[config.mk]
export PLATFORM = sky130hd
export DESIGN_NAME = maxpool_group_sched_flat
export DESIGN_NICKNAME = d
export VERILOG_FILES = /design/src/rtl/maxpool_group_sched_if.sv /design/src/rtl/maxpool_group_sched.sv /design/src/flat_wrapper.sv
export SDC_FILE = /design/constraint.sdc
export NUM_CORES = 1
export LEC_CHECK = 0
export CORE_MARGIN = 8
export CORE_UTILIZATION = 45
export DETAILED_ROUTE_END_ITERATION = 10
export PLACE_DENSITY = 0.71
export REMOVE_ABC_BUFFERS = 1
export SYNTH_ARGS = -nofsm -noshare
export SYNTH_HDL_FRONTEND = slang
export SYNTH_SLANG_ARGS = --single-unit
export TNS_END_PERCENT = 10
[constraint.sdc]
create_clock -name clk -period 4.74 [get_ports clk]
set_input_delay 0.948 -clock clk [delete_from_list [all_inputs] [get_ports clk]]
set_output_delay 0.948 -clock clk [all_outputs]
set_load 0.05 [all_outputs]
[src/rtl/maxpool_group_sched_if.sv]
// rtl/maxpool_group_sched_if.sv - control, buffer and pool handshake bundle for maxpool_group_sched
interface maxpool_group_sched_if #(
  parameter int ADDR_W = 8
);
  logic              start;
  logic              pause;
  logic              busy;
  logic              done;
  logic              err;
  logic              rd_en;
  logic [ADDR_W-1:0] rd_addr;
  logic              pool_rst;
  logic              pool_valid_in;
  logic              pool_valid_out;
  logic              wr_en;
  logic [ADDR_W-1:0] wr_addr;

  modport master (
    output start, pause, pool_valid_out,
    input  busy, done, err, rd_en, rd_addr, pool_rst, pool_valid_in, wr_en, wr_addr
  );

  modport slave (
    input  start, pause, pool_valid_out,
    output busy, done, err, rd_en, rd_addr, pool_rst, pool_valid_in, wr_en, wr_addr
  );
endinterface

[src/rtl/maxpool_group_sched.sv]
// rtl/maxpool_group_sched.sv - group sequencer for the 4-lane 3x3 max-pool block
// MAXPOOL_SCHED_PERF_EN adds cycle_cnt/stall_cnt performance counters
module maxpool_group_sched #(
  parameter int IMG_Width  = 5,
  parameter int IMG_Height = 5,
  parameter int Channels   = 8,
  parameter int Stride     = 2,
  parameter int ADDR_W     = 8,
  parameter int Timeout    = 64
) (
  input  logic clk,
  input  logic rst,
  maxpool_group_sched_if.slave bus
`ifdef MAXPOOL_SCHED_PERF_EN
  ,
  output logic [31:0] cycle_cnt,
  output logic [15:0] stall_cnt
`endif
);
  localparam int PIX     = IMG_Width * IMG_Height;
  localparam int OUT_W   = (IMG_Width - 3) / Stride + 1;
  localparam int OUT_H   = (IMG_Height - 3) / Stride + 1;
  localparam int OUT_PIX = OUT_W * OUT_H;
  localparam int GROUPS  = Channels / 4;

  typedef enum logic [2:0] {S_IDLE, S_CLEAR, S_FEED, S_DRAIN, S_NEXT, S_DONE} state_t;

  state_t      state, state_nxt;
  logic [31:0] group, group_nxt;
  logic [31:0] pix, pix_nxt;
  logic [31:0] out_cnt, out_nxt;
  logic [31:0] idle_cnt, idle_nxt;
  logic        err_q, err_nxt;
  logic        pvi_q;
  logic        rd_en_c, wr_en_c;

  always_ff @(posedge clk) begin
    if (!rst) begin
      state    <= S_IDLE;
      group    <= '0;
      pix      <= '0;
      out_cnt  <= '0;
      idle_cnt <= '0;
      err_q    <= 1'b0;
      pvi_q    <= 1'b0;
    end else begin
      state    <= state_nxt;
      group    <= group_nxt;
      pix      <= pix_nxt;
      out_cnt  <= out_nxt;
      idle_cnt <= idle_nxt;
      err_q    <= err_nxt;
      pvi_q    <= rd_en_c;
    end
  end

  always_comb begin
    state_nxt = state;
    group_nxt = group;
    pix_nxt   = pix;
    out_nxt   = out_cnt;
    idle_nxt  = idle_cnt;
    err_nxt   = err_q;
    rd_en_c   = 1'b0;
    wr_en_c   = 1'b0;
    case (state)
      S_IDLE: begin
        if (bus.start) begin
          state_nxt = S_CLEAR;
          group_nxt = '0;
          err_nxt   = 1'b0;
        end
        if (bus.pool_valid_out) err_nxt = 1'b1;
      end
      S_CLEAR: begin
        pix_nxt   = '0;
        out_nxt   = '0;
        idle_nxt  = '0;
        state_nxt = S_FEED;
        if (bus.pool_valid_out) err_nxt = 1'b1;
      end
      S_FEED: begin
        if (!bus.pause) begin
          rd_en_c = 1'b1;
          pix_nxt = pix + 1;
          if (pix == PIX - 1) state_nxt = S_DRAIN;
        end
        // Outputs beyond the expected count mean the pool is out of step with us.
        if (bus.pool_valid_out) begin
          if (out_cnt < OUT_PIX) begin
            wr_en_c = 1'b1;
            out_nxt = out_cnt + 1;
          end else begin
            err_nxt = 1'b1;
          end
        end
      end
      S_DRAIN: begin
        if (bus.pool_valid_out) begin
          wr_en_c  = 1'b1;
          out_nxt  = out_cnt + 1;
          idle_nxt = '0;
        end else begin
          idle_nxt = idle_cnt + 1;
        end
        if (out_nxt >= OUT_PIX) begin
          state_nxt = S_NEXT;
        end else if (!bus.pool_valid_out && (idle_cnt + 1 >= Timeout)) begin
          err_nxt   = 1'b1;
          state_nxt = S_DONE;
        end
      end
      S_NEXT: begin
        if (group == GROUPS - 1) begin
          state_nxt = S_DONE;
        end else begin
          group_nxt = group + 1;
          state_nxt = S_CLEAR;
        end
        if (bus.pool_valid_out) err_nxt = 1'b1;
      end
      S_DONE: begin
        state_nxt = S_IDLE;
        if (bus.pool_valid_out) err_nxt = 1'b1;
      end
      default: state_nxt = S_IDLE;
    endcase
  end

  assign bus.busy          = (state != S_IDLE);
  assign bus.done          = (state == S_DONE);
  assign bus.err           = err_q;
  assign bus.rd_en         = rd_en_c;
  assign bus.rd_addr       = ADDR_W'(group * PIX + pix);
  assign bus.pool_rst      = (state == S_IDLE) || (state == S_CLEAR);
  assign bus.pool_valid_in = pvi_q;
  assign bus.wr_en         = wr_en_c;
  assign bus.wr_addr       = ADDR_W'(group * OUT_PIX + out_cnt);

`ifdef MAXPOOL_SCHED_PERF_EN
  logic accept;
  assign accept = (state == S_IDLE) && bus.start;

  always_ff @(posedge clk) begin
    if (!rst) begin
      cycle_cnt <= '0;
      stall_cnt <= '0;
    end else if (accept) begin
      cycle_cnt <= '0;
      stall_cnt <= '0;
    end else begin
      if (state != S_IDLE) cycle_cnt <= cycle_cnt + 32'd1;
      if (state == S_FEED && bus.pause && stall_cnt != 16'hFFFF) stall_cnt <= stall_cnt + 16'd1;
    end
  end
`endif
endmodule

[src/flat_wrapper.sv]
// flat-port wrapper written by rule: the top's interface ports become plain ports
module maxpool_group_sched_flat 
#(
  parameter int IMG_Width  = 5,
  parameter int IMG_Height = 5,
  parameter int Channels   = 8,
  parameter int Stride     = 2,
  parameter int ADDR_W     = 8,
  parameter int Timeout    = 64
)
  (clk, rst, bus_start, bus_pause, bus_pool_valid_out, bus_busy, bus_done, bus_err, bus_rd_en, bus_rd_addr, bus_pool_rst, bus_pool_valid_in, bus_wr_en, bus_wr_addr);
  maxpool_group_sched_if #(.ADDR_W(ADDR_W)) bus_i ();
  input  logic clk;
  input  logic rst;
  input wire logic [$bits(bus_i.start)-1:0] bus_start;
  input wire logic [$bits(bus_i.pause)-1:0] bus_pause;
  input wire logic [$bits(bus_i.pool_valid_out)-1:0] bus_pool_valid_out;
  output wire logic [$bits(bus_i.busy)-1:0] bus_busy;
  output wire logic [$bits(bus_i.done)-1:0] bus_done;
  output wire logic [$bits(bus_i.err)-1:0] bus_err;
  output wire logic [$bits(bus_i.rd_en)-1:0] bus_rd_en;
  output wire logic [$bits(bus_i.rd_addr)-1:0] bus_rd_addr;
  output wire logic [$bits(bus_i.pool_rst)-1:0] bus_pool_rst;
  output wire logic [$bits(bus_i.pool_valid_in)-1:0] bus_pool_valid_in;
  output wire logic [$bits(bus_i.wr_en)-1:0] bus_wr_en;
  output wire logic [$bits(bus_i.wr_addr)-1:0] bus_wr_addr;
  assign bus_i.start = bus_start;
  assign bus_i.pause = bus_pause;
  assign bus_i.pool_valid_out = bus_pool_valid_out;
  assign bus_busy = bus_i.busy;
  assign bus_done = bus_i.done;
  assign bus_err = bus_i.err;
  assign bus_rd_en = bus_i.rd_en;
  assign bus_rd_addr = bus_i.rd_addr;
  assign bus_pool_rst = bus_i.pool_rst;
  assign bus_pool_valid_in = bus_i.pool_valid_in;
  assign bus_wr_en = bus_i.wr_en;
  assign bus_wr_addr = bus_i.wr_addr;
  maxpool_group_sched #(.IMG_Width(IMG_Width), .IMG_Height(IMG_Height), .Channels(Channels), .Stride(Stride), .ADDR_W(ADDR_W), .Timeout(Timeout)) u_core (.clk(clk), .rst(rst), .bus(bus_i));
endmodule
# Word-level counts from Yosys, hierarchy flattened
# Cells that the tools add are included.
[op_classes]
addsub = 6
n_mul = 1
n_lt_le_gt_ge = 3
eq_ne = 19
n_mux = 33
reduce_logical = 16
[ops]
columns = ["op", "count"]
rows = [
  ["32-bit two-way mux", 8],
  ["32-bit one-hot mux with 2 select lines", 3],
  ["32-bit by 1-bit adder with 32-bit output, second input constant", 4],
  ["32-bit one-hot mux with 3 select lines", 1],
  ["32-bit by 1-bit equality test with 1-bit output, second input constant", 1],
  ["32-bit by 5-bit equality test with 1-bit output, second input constant", 1],
  ["32-bit by 3-bit >= comparator with 1-bit output, second input constant", 1],
  ["32-bit by 7-bit >= comparator with 1-bit output, second input constant", 1],
  ["32-bit by 3-bit < comparator with 1-bit output, second input constant", 1],
  ["32-bit by 5-bit multiplier with 8-bit output, second input constant", 1],
  ["3-bit two-way mux", 6],
  ["8-bit adder", 2],
  ["3-bit one-hot mux with 5 select lines", 1],
  ["1-bit two-way mux", 12],
  ["2-bit inequality test, second input constant", 6],
  ["2-bit by 1-bit inequality test with 1-bit output, second input constant", 4],
  ["7-bit AND reduction", 1],
  ["3-bit by 2-bit equality test with 1-bit output, second input constant", 2],
  ["3-bit equality test, second input constant", 2],
  ["3-bit AND reduction", 2],
  ["2-bit nonzero test", 3],
  ["3-bit nonzero test", 2],
  ["1-bit one-hot mux with 4 select lines", 1],
  ["4-bit AND reduction", 1],
  ["other kinds (11)", 11],
]
[totals]
register_bits = 133
input_bits = 5
out_inout_bits = 23
elab_cells = 85

# Depth between registers and ports, before layout
[depth]
word_depth = 6
ltp_mapped = 12
mapped_depth_nobuf = 12

# Worst setup path before layout
# Ideal clock, no wire load.
[synth_path]
path_kind = "register to output"
start = "register u_core.group[1]"
end = "output port bus_rd_addr[7]"
t_arrival_ns = 3.187
t_required_ns = 3.792
setup_slack_ns = 0.605
path_stages_with_launch = 11
path_cell_list = "dfxtp_1 > ha_1 > fa_1 > inv_1 > fa_1 > inv_1 > ha_1 > inv_1 > o21bai_1 > a21oi_1 > xnor2_1"
[synth_via]
elab_chain_len = 2
[synth_lines]
columns = ["element", "line_no", "text"]
rows = [
  ["start: declaration", "maxpool_group_sched.sv:29", "logic [31:0] group, group_nxt;"],
  ["start signal: assignment", "maxpool_group_sched.sv:48", "group <= group_nxt;"],
  ["32-bit by 5-bit multiplier with 8-bit output", "maxpool_group_sched.sv:134", "assign bus.rd_addr = ADDR_W'(group * PIX + pix);"],
  ["8-bit adder", "maxpool_group_sched.sv:134", ""],
  ["end: declaration", "flat_wrapper.sv:22", "output wire logic [$bits(bus_i.rd_addr)-1:0] bus_rd_addr;"],
]
# Every way passes these cells.

# Final worst setup path
[layout_path]
start = "register u_core.group[1]"
end = "output port bus_rd_addr[6]"
# The elaborated chain is that of the path after synthesis.

==> results by stage <==
Critical path:
- The signal on the critical path passes through inv_1 > ha_1 > inv_1 > ha_1 > inv_1 > fa_1 > inv_1 > ha_1 > a21o_1 > a21oi_1 > xnor2_1 > dlygate4sd2_1.
- The depth of the worst register-to-register path is 9.
- The endpoint type of the worst setup path is a primary output.
- The delay of the slowest cell on the worst path is 0.54 ns.
- Of all nets on the critical path, the largest fanout is 6.
- The worst endpoint required time is 3.79 ns.
- The launch instance of the worst register-to-register path is u_core.idle_cnt[0].
- The worst register-to-register path has a setup slack of 1.26 ns.
- The type of element launching the critical path is a register.
- The reg-to-reg endpoint is u_core.state[1].
- For the worst setup path, the data arrival time is 3.55 ns.
- The kind of critical path is register to primary output.
- The cell with the largest stage delay on the worst path is sky130_fd_sc_hd__dlygate4sd2_1.
- Together, buffers and inverters on the worst path number 5.
- In this design, the largest share of critical-path delay is due to adder cells.
- Among the stages of the critical path, the cell type that occurs most often is sky130_fd_sc_hd__inv_1.

Placement:
- At the end of routability-driven placement, the weighted congestion stood at 0.8912.
- The final HPWL from detailed placement is 14.72 mm.
- The post-placement cell area is 0.008961 mm2.
- The number of I/O port buffers is 27.
- The worst setup timing slack at the placement stage is 0.3850 ns.

Logic synthesis:
- sky130_fd_sc_hd__dfxtp_1 takes more of the synthesized area than any other cell.
- The total standard cell area after synthesis is 0.008571 mm2.
- Counting flops and latches in the post-synthesis netlist gives 133.
- A synthesized cell averages 7.538 um2.
- In the synthesized netlist the dominant register cell turns out to be sky130_fd_sc_hd__dfxtp_1.
- Sorting the synthesized cells by how often they occur yields sky130_fd_sc_hd__nor2_1, sky130_fd_sc_hd__dfxtp_1, sky130_fd_sc_hd__nand2_1.
- The share of the synthesized area in the top cell type is 31.07%.
- Yosys mapped a number of flops with a built-in enable equal to 0.
- The distinct cell type count of the synthesized netlist is 64.
- Sorting the synthesized cells by area gives the leading types as sky130_fd_sc_hd__dfxtp_1, sky130_fd_sc_hd__nor2_1, sky130_fd_sc_hd__xnor2_1, sky130_fd_sc_hd__xor2_1, sky130_fd_sc_hd__ha_1.
- The count of synthesis-stage warnings from yosys is 0.
- The library cell with the highest instance count after synthesis is sky130_fd_sc_hd__nor2_1.
- After technology mapping, the gate count stands at 1137.
- The fraction of synthesis flops using an asynchronous set or reset pin is 0%.
- The register area share after synthesis is 31.07%.

Detailed routing:
- The residual DRC count is 0.
- The remaining antenna violation count after routing is 0.
- The post-detailed-route via-to-cell ratio is 5.847.
- The first detailed-routing pass took 7 iterations.
- Dividing the detail-routed wire length by the instance count gives 15.54 um.
- The DRC marker count from the first detailed-route iteration is 553.
- The total wire length after detailed routing is 21.35 mm.
- The routed layout has 8034 vias.

STA:
- The worst pin sits at a relative slew slack of 32.71%.
- The setup skew after layout is 0.01146 ns.
- Setup slack closes at 0.2412 ns.
- The final critical path time including I/O delays and setup is 4.499 ns.
- The share of the clock period used by the worst path is 94.91%.
- The count of final setup violators is 0.
- The max-slew violation count is 0.
- The slew at the pin closest to its max-slew limit is 1.007 ns.
- Setup repair after global routing left no endpoint under its margin.
- The final hold violation count is 0.
- The peak clock frequency supported by timing is 0.2223 GHz.
- After routing, the total negative slack on setup checks comes to 0 ns.

Pwr:
- The power density over cell area is 295.3 mW/mm2.
- The switching part of the total is 28.56%.
- Across the VDD grid, the largest voltage drop is 0.2220 mV.
- The combinational cell fraction of total power is 11.4%.
- The net switching component of the power is 0.0008067 W.
- The static leakage power is 3.503 nW.
- The clock network power share is 48.0%.
- The internal portion of the total power is 0.002018 W.
- Registers are responsible for 40.7% of the overall power.

Hold path:
- The path type of the worst min-delay path is register to register.
- The cell depth of the worst hold path is 2.
- The endpoint with the worst hold slack is u_core.bus.err.
- The critical hold path startpoint is u_core.bus.err.

Global route:
- The met1 usage in global routing is 23.81%.
- The global-route usage over all layers is 17.74%.
- The first global-routing pass estimated 35.45 mm of wire.
- The pin count of the biggest net entering global routing is 41.
- The initial antenna violation count is 0.
- The routing layer with the top usage in global route is met2.
- Global routing finished with a remaining overflow of 0.
- The met2 usage is 27.84%.
- The via count of the first global-routing pass is 7211.
- The met3 routing resource usage after global routing is 4.176%.

Job:
- Across the run, the number of max-cap violations was 0.

Clock tree:
- The library cell used as clock root buffer is sky130_fd_sc_hd__clkbuf_16.
- The clock latency of the later-clocked register in the worst-skew pair is 0.43 ns.
- The number of CTS-inserted buffers is 17.
- The hold-fix buffer count after cts is 0.
- In this run the deepest clock path goes through 2 buffers.
- Clock tree synthesis found a total of 133 sinks.
- Clock-pin slew was measured on the worst setup and hold paths at 0.06 ns.
- The CTS H-tree depth is 4.
- The TritonCTS clock tree is done.

Final layout:
- From synthesis to final layout, the design area changed by 11.59%.
- After the last flow step, the layout net total stands at 1171.
- The antenna diode count is 0.
- The share of final-layout standard cells stronger than drive strength 1 is 5.789%.
- The final core utilization is 51.13%.
- The filler cell count is 1779.
- The final instance area is 0.009564 mm2.

Die:
- From left edge to right edge, the die measures 154.0 um.
- Once the floorplan was initialized, standard cells occupied 45.82% of the core.
- The core region is 0.01871 mm2.
- The number of core rows is 50.
- The floorplan step defined a die boundary enclosing 0.02372 mm2.
- For this design the top-level I/O count stands at 28.
- From bottom edge to top edge, the die measures 154.0 um.

Status:
- The run finished with clean final reports.
==> logic make-up (layout without fill, tap and decap cells) <==
logic type | Yosys count | after routing | share of synthesized area, %
and+or+nand+nor | 551 | 551 | 32.95
AOI/OAI and AO/OA | 196 | 196 | 13.62
DFF | 133 | 133 | 31.07
buffers and inverters | 113 | 116 | 5.226
xor gates and xnor gates | 98 | 98 | 10.01
adders and majority gates | 39 | 39 | 6.306
muxes | 7 | 7 | 0.8176
==> routing by layer <==
| layer | share of wire (%) | vias to the layer above |
|---|---|---|
| met5 | 0 | - |
| met4 | 1.2 | 0 |
| met3 | 5.4 | 26 |
| met2 | 45 | 212 |
| met1 | 48 | 3773 |
| li1 | - | 4023 |
==> cells in the final DEF, fill, tap and decap left out, types with 3 or more instances in the layout <==
master                              n
sky130_fd_sc_hd__nor3_1            45
sky130_fd_sc_hd__mux2i_1            7
sky130_fd_sc_hd__nor4_1            29
sky130_fd_sc_hd__and2_1            14
sky130_fd_sc_hd__clkdlybuf4s50_1   24
sky130_fd_sc_hd__nor2_1           149
sky130_fd_sc_hd__inv_6              6
sky130_fd_sc_hd__o31ai_1            3
sky130_fd_sc_hd__o22ai_1            3
sky130_fd_sc_hd__nand4_1           51
sky130_fd_sc_hd__xnor2_1           49
sky130_fd_sc_hd__a311oi_1           5
sky130_fd_sc_hd__a211oi_1           7
sky130_fd_sc_hd__and4_1            19
sky130_fd_sc_hd__or4_1              5
sky130_fd_sc_hd__xor2_1            49
sky130_fd_sc_hd__dfxtp_1          133
sky130_fd_sc_hd__o21a_1             4
sky130_fd_sc_hd__nand2_1          104
sky130_fd_sc_hd__buf_4             17
sky130_fd_sc_hd__o21ai_0           54
sky130_fd_sc_hd__clkinvlp_4         4
sky130_fd_sc_hd__clkbuf_16         17
sky130_fd_sc_hd__and3_1            26
sky130_fd_sc_hd__fa_1               7
sky130_fd_sc_hd__inv_1             39
sky130_fd_sc_hd__or2_2              6
sky130_fd_sc_hd__nand2b_1           5
sky130_fd_sc_hd__nand3b_1           8
sky130_fd_sc_hd__a21o_1             6
sky130_fd_sc_hd__a22oi_1            4
sky130_fd_sc_hd__a31oi_1           14
sky130_fd_sc_hd__or3_1             15
sky130_fd_sc_hd__ha_1              32
sky130_fd_sc_hd__a21oi_1           78
sky130_fd_sc_hd__nand3_1           56
==> worst min-delay path, cell delays in order, from the launching register on <==
cell                      delay (ns)
sky130_fd_sc_hd__dfxtp_1        0.34
sky130_fd_sc_hd__inv_1          0.06
sky130_fd_sc_hd__a21oi_1        0.05
==> how the worst max path moves through the flow <==
stage	cells after the start	endpoint	start	slack (ns)
finish	12	bus_rd_addr[6]	u_core.group[1]	0.24
detailed placement	12	bus_rd_addr[6]	u_core.group[1]	0.38
floorplan	10	bus_rd_addr[7]	u_core.group[1]	0.61
CTS	11	bus_rd_addr[5]	u_core.group[1]	0.05
global placement	12	bus_rd_addr[6]	u_core.group[1]	0.43
global route	12	bus_rd_addr[6]	u_core.group[1]	0.07
==> power by group through the flow <==
stage	Sequential (W)	Clock (W)	Combinational, W
2_1_floorplan	0.00118	0	0.000189
6_report	0.00115	0.00136	0.000321
5_1_grt	0.00115	0.00143	0.000349
3_3_place_gp	0.00117	0	0.000316
3_5_place_dp	0.00117	0	0.000317
4_1_cts	0.00115	0.00137	0.000318
==> through the flow <==
step                power, W  hold slack [ns]  cells
finish              0.002824           0.4965   1374
global route        0.002929           0.5147   1374
floorplan           0.001366           0.4609   1065
CTS                 0.002839           0.4959   1374
detailed placement  0.001489           0.4867   1342
global placement    0.001487           0.4779   1342
==> registers in the layout, indices dropped and copies added (netlist names) <==
name and cells:
u_core.out_cnt 32, u_core.bus.pool_valid_in 1, u_core.idle_cnt 32, u_core.state 3
u_core.bus.err 1, u_core.pix 32, u_core.group 32
==> timing repair <==
action	in CTS	in global routing
buffers inserted	0	0
endpoints found under the hold margin	0	0
setup endpoints to repair	1	1
gates resized for setup	1	1
==> area by class of cell <==
class,count,area (um2),share of cell area [%]
multi-input cells,891,5464,57.13
flip-flops and latches,133,2663,27.84
clock buffers,18,439.2,4.592
repair buffers,43,389.1,4.069
well taps,234,292.8,3.061
clock inverters,14,162.7,1.701
inverters,41,153.9,1.609
Note: power is estimated with default switching activity, not from simulation.
